<file path="src/rtl/fifo_sc_param.sv">
// Single-clock FIFO with parameterised depth, programmable almost-full/empty levels and optional show-ahead read.
// Latency: write visible next cycle; q is 1 cycle after rdreq (normal) or 0 cycles (show-ahead).
// Backpressure: writes while full and reads while empty are dropped and latched into sticky overflow/underflow.
module fifo_sc_param #(
  parameter int WIDTH      = 8,
  parameter int DEPTH_LOG2 = 4,
  parameter int AF_LEVEL   = 12,
  parameter int AE_LEVEL   = 4,
  parameter int SHOWAHEAD  = 0
) (
  input  logic                  clock,
  input  logic                  aclr_n,
  input  logic                  sclr,
  input  logic [WIDTH-1:0]      data,
  input  logic                  wrreq,
  input  logic                  rdreq,
  output logic [WIDTH-1:0]      q,
  output logic                  empty,
  output logic                  full,
  output logic                  almost_full,
  output logic                  almost_empty,
  output logic [DEPTH_LOG2:0]   usedw,
  output logic                  overflow,
  output logic                  underflow
);

  localparam int DEPTH = 1 << DEPTH_LOG2;
  localparam int AW    = DEPTH_LOG2;
  localparam int CW    = DEPTH_LOG2 + 1;

  localparam logic [CW-1:0] DEPTH_C = CW'(DEPTH);
  localparam logic [CW-1:0] AF_C    = CW'(AF_LEVEL);
  localparam logic [CW-1:0] AE_C    = CW'(AE_LEVEL);

  logic [WIDTH-1:0] mem [DEPTH];

  logic [AW-1:0] wr_ptr_q, wr_ptr_d;
  logic [AW-1:0] rd_ptr_q, rd_ptr_d;
  logic [CW-1:0] usedw_q, usedw_d;
  logic          ovf_q, ovf_d;
  logic          udf_q, udf_d;
  logic          wr_acc;
  logic          rd_acc;

  // Flags decode straight from the registered count so they move on the accepting edge.
  assign empty        = (usedw_q == '0);
  assign full         = (usedw_q == DEPTH_C);
  assign almost_full  = (usedw_q >= AF_C);
  assign almost_empty = (usedw_q <  AE_C);
  assign usedw        = usedw_q;
  assign overflow     = ovf_q;
  assign underflow    = udf_q;

  assign wr_acc = wrreq & ~full;
  assign rd_acc = rdreq & ~empty;

  always_comb begin
    wr_ptr_d = wr_ptr_q;
    rd_ptr_d = rd_ptr_q;
    usedw_d  = usedw_q;
    ovf_d    = ovf_q | (wrreq & full);
    udf_d    = udf_q | (rdreq & empty);
    if (sclr) begin
      wr_ptr_d = '0;
      rd_ptr_d = '0;
      usedw_d  = '0;
      ovf_d    = 1'b0;
      udf_d    = 1'b0;
    end else begin
      if (wr_acc) wr_ptr_d = wr_ptr_q + AW'(1);
      if (rd_acc) rd_ptr_d = rd_ptr_q + AW'(1);
      case ({wr_acc, rd_acc})
        2'b10:   usedw_d = usedw_q + CW'(1);
        2'b01:   usedw_d = usedw_q - CW'(1);
        default: usedw_d = usedw_q;
      endcase
    end
  end

  always_ff @(posedge clock or negedge aclr_n) begin
    if (!aclr_n) begin
      wr_ptr_q <= '0;
      rd_ptr_q <= '0;
      usedw_q  <= '0;
      ovf_q    <= 1'b0;
      udf_q    <= 1'b0;
    end else begin
      wr_ptr_q <= wr_ptr_d;
      rd_ptr_q <= rd_ptr_d;
      usedw_q  <= usedw_d;
      ovf_q    <= ovf_d;
      udf_q    <= udf_d;
    end
  end

  // Storage has no reset; aclr_n gating keeps an edge during reset from landing a write.
  always_ff @(posedge clock) begin
    if (aclr_n && !sclr && wr_acc) begin
      mem[wr_ptr_q] <= data;
    end
  end

  if (SHOWAHEAD != 0) begin : g_showahead
    assign q = empty ? '0 : mem[rd_ptr_q];
  end else begin : g_normal
    logic [WIDTH-1:0] q_q, q_d;

    always_comb begin
      q_d = q_q;
      if (sclr)        q_d = '0;
      else if (rd_acc) q_d = mem[rd_ptr_q];
    end

    always_ff @(posedge clock or negedge aclr_n) begin
      if (!aclr_n) q_q <= '0;
      else         q_q <= q_d;
    end

    assign q = q_q;
  end

endmodule

</file>
<file path="config.mk">
export PLATFORM = sky130hd
export DESIGN_NAME = fifo_sc_param
export DESIGN_NICKNAME = d
export VERILOG_FILES = /design/src/rtl/fifo_sc_param.sv
export SDC_FILE = /design/constraint.sdc
export NUM_CORES = 1
export LEC_CHECK = 0
export BUFFER_PORTS_ARGS = -buffer_cell sky130_fd_sc_hd__buf_2
export CORE_MARGIN = 2
export CORE_UTILIZATION = 55
export DETAILED_ROUTE_END_ITERATION = 8
export GPL_TIMING_DRIVEN = 0
export PLACE_DENSITY = 0.84
export SETUP_SLACK_MARGIN = 0.1
export SLEW_MARGIN = 30
export SYNTH_ARGS = -nofsm -noshare
export SYNTH_HDL_FRONTEND = slang
export SYNTH_SLANG_ARGS = --single-unit
</file>
<file path="constraint.sdc">
create_clock -name clock -period 3.6 [get_ports clock]
set_input_delay 0.36 -clock clock [delete_from_list [all_inputs] [get_ports clock]]
set_output_delay 0.36 -clock clock [all_outputs]
set_load 0.01 [all_outputs]
</file>
==> results by group <==
Placed design
  – IO Port Bufs: 30
  – Placed cells: 519
  – Post-DP HPWL: between 8000 and 9000 µm
  – GP Congestion: 0.858

Power
  – P_leak: 2.47 nW
  – VDD IR-drop max: 0.527 mV
  – PwrDens: between 600 and 700 nW/µm²

Routing
  – Drt first pass iters: 5
  – Initial DRC Count: 467
  – Routed vias: 3,421
  – WL per Instance: 23.0 µm
  – Antenna viol nets, final: 0
  – Via density: 6.21
  – WL final: 12,700 µm
  – # DRC: 0

Floorplanning
  – Core region area: 10,900 µm²
  – Die X: 110 µm
  – DIE AREA: roughly 12,000 µm²
  – # IOs: 32
  – Die height: 110 µm
  – Num rows: 38
  – Starting Density: 56.5%

Setup path
  – Critical path arrival: around 3.4 ns
  – CP Capture Type: register
  – Req. time, crit path: 4.05 ns
  – Crit path kind: reg2reg
  – Reg2reg setup slack: 0.69 ns
  – FF-to-FF Start: usedw[3]$_DFFE_PN0P_
  – R2R depth: 10
  – Crit-path max FO: 8
  – Critical Path Start Type: register
  – R2R Path End: usedw[4]$_DFFE_PN0P_

Timing
  – Clk_skew: roughly 0.0086 ns
  – Period utilization: 80.8%
  – Final Hold Violating Endpoints: 0
  – TNS Setup: 0 ns
  – Max Slew Vio Count: 0
  – Final worst path period need: 2.91 ns
  – Fmax: 344 MHz
  – Least-Margin Pin Slew: 0.849 ns
  – Finish-stage setup viols: 0
  – Max transition margin: 43.2%
  – RSZ-0062 raised after global routing: no

Global routing
  – Overall routing resource usage: 23.5%
  – Grt ovf: 0
  – Global-route wire length before repair: 19,700 µm
  – Initial antenna violation count: 0
  – Pin count of the biggest net entering global routing: 25
  – Vias in the first global route: 3,508

Finish
  – Fin cells: approximately 550
  – Area growth syn-to-layout: 14.5%
  – Layout cells sized above 1: 27.7%
  – Final layout net count: 419
  – FILL cells: 705
  – Inserted Diodes: 0

Run status
  – Status: finished clean

Min path
  – Worst hold path depth: 2
  – Hold_sp: sclr
  – Worst Hold End: usedw[4]$_DFFE_PN0P_
  – Hold WC Path Type: in2reg

Synthesis
  – Post-Synthesis Cells: 349
  – Register area share after synthesis: 71.8%
  – Yosys warns: 0
  – Synthesized area: 6150 µm²
  – Avg Inst Size Synth: 17.6 µm²
  – Unique cell type count in the Yosys netlist: 42
  – Post-synth EDFFs: 128
  – Synthesis-stage register bit count: 151
  – Syn_nets: 369
  – Ys flop type: edfxtp_1
  – Async set or reset register ratio after synthesis: 15.2%

CTS
  – CTS max path bufs: 2
  – Post-cts gate resize count: 0
  – Clk_lat worst skew: 0.53 ns
  – Clock Sinks: roughly 150
  – TritonCTS buffer count: 17
  – Root Buffer Master: clkbuf_8
  – # H-tree levels: 4
  – Clock slew at reported path FFs: approximately 0.06 ns
  – CTS tree: built

Flow run
  – MaxCap Viol Count: 0
==> layer usage <==
layer  GRT usage [%]  part of all wire [%]  up-vias
met3            7.88                   9.4       34
met1            30.0                    36     1729
li1                -                     -     1471
met5               0                     0        -
met2            38.1                    52      187
met4            8.32                   2.9        0
==> timing repair <==
item,CTS,global route
setup buffers,0,0
endpoints found under the setup margin,0,0
hold endpoints to repair,23,0
hold buffers,1,0
==> area by class of cell <==
cell class,instances,area [µm²],share of cell area (%)
inverters,4,15.0,0.213
plain buffers,21,129,1.83
flip-flops and latches,151,4420,62.7
clock buffers,18,418,5.93
multi-input cells,173,1610,22.9
well taps,140,175,2.49
repair buffers,31,160,2.27
clock inverters,13,120,1.70
==> critical path, cell delays in order (launching register included) <==
cell and delay, ns:
dfrtp_1 0.47, or4_4 0.57, buf_6 0.15, o211ai_4 0.21, xnor2_1 0.10, ha_1 0.22, or3_2 0.41, a21oi_1 0.15
mux2i_1 0.10, or3_1 0.31, a21oi_1 0.14
==> cells in the mapped netlist (2+ instances only) <==
master | instances | share of area [%]
xnor2_1 | 5 | 0.71
mux4_2 | 32 | 12
a21oi_1 | 22 | 1.8
xor2_1 | 5 | 0.71
nor3_1 | 5 | 0.41
or3_1 | 2 | 0.20
nand4_1 | 2 | 0.20
and2_1 | 2 | 0.20
buf_2 | 4 | 0.33
nor2b_1 | 2 | 0.20
inv_1 | 4 | 0.24
clkbuf_1 | 9 | 0.55
mux2i_1 | 2 | 0.33
o21ai_0 | 2 | 0.16
edfxtp_1 | 128 | 62
nand2b_1 | 4 | 0.41
a22oi_1 | 16 | 2.0
ha_1 | 7 | 1.4
nor2_1 | 37 | 2.3
dfrtp_1 | 23 | 9.4
nand2_1 | 12 | 0.73
buf_6 | 4 | 0.73
==> layout by cell type (no fill, tap or decap), drive strengths merged, types with 7 or more instances in the layout <==
master,n
edfxtp,128
buf,40
nor2,37
mux4,32
clkbuf,29
dfrtp,23
a21oi,22
a22oi,16
nand2,12
inv,8
ha,7
==> power by group <==
group	internal [mW]	switching (mW)	total (mW)
sequential	1.98	0.0739	2.05
combinational	0.543	0.615	1.16
clock	0.918	0.691	1.61
total	3.44	1.38	4.82
==> worst max-delay path by stage <==
stage                          from                   end  slack [ns]  cells past startpoint
2_1_floorplan  usedw[2]$_DFFE_PN0P_  usedw[4]$_DFFE_PN0P_        0.81                     11
5_1_grt        usedw[3]$_DFFE_PN0P_  usedw[4]$_DFFE_PN0P_        0.56                     10
6_report       usedw[3]$_DFFE_PN0P_  usedw[4]$_DFFE_PN0P_        0.69                     10
3_5_place_dp   usedw[3]$_DFFE_PN0P_  usedw[4]$_DFFE_PN0P_        0.71                     10
3_3_place_gp   usedw[0]$_DFFE_PN0P_   mem[1][4]$_DFFE_PP_        0.71                      5
4_1_cts        usedw[3]$_DFFE_PN0P_  usedw[4]$_DFFE_PN0P_        0.69                     10
==> state kept, by name, indices dropped and copies added (netlist names) <==
name,count
underflow,1
rd_ptr_q,4
wr_ptr_q,4
q,8
usedw,5
overflow,1
mem,128
==> per-stage QoR <==
| stage | worst slack (ns) | area [µm²] | util (%) | total power [mW] | hold slack [ns] |
|---|---|---|---|---|---|
| after floorplan | 0.807 | 6150 | - | 2.92 | 0.0644 |
| after global placement | 0.707 | 6480 | 59.5 | 3.19 | 0.353 |
| after detailed placement | 0.715 | 6500 | 59.7 | 3.22 | 0.360 |
| after CTS | 0.693 | 7050 | 64.7 | 4.83 | 0.0384 |
| after global routing | 0.556 | 7050 | 64.7 | 5.01 | 0.0672 |
| final | 0.690 | 7050 | 64.7 | 4.82 | 0.0672 |
==> cell families after synthesis <==
family / after synthesis / synth area share, %
buf+inv: 25 / 2.34
mux: 35 / 12.2
compound gates: 50 / 5.57
simple gates: 71 / 5.21
flops: 151 / 71.8
fa+ha+maj: 7 / 1.42
xor+xnor: 10 / 1.42
No activity file was read; power rests on OpenSTA's default activity.
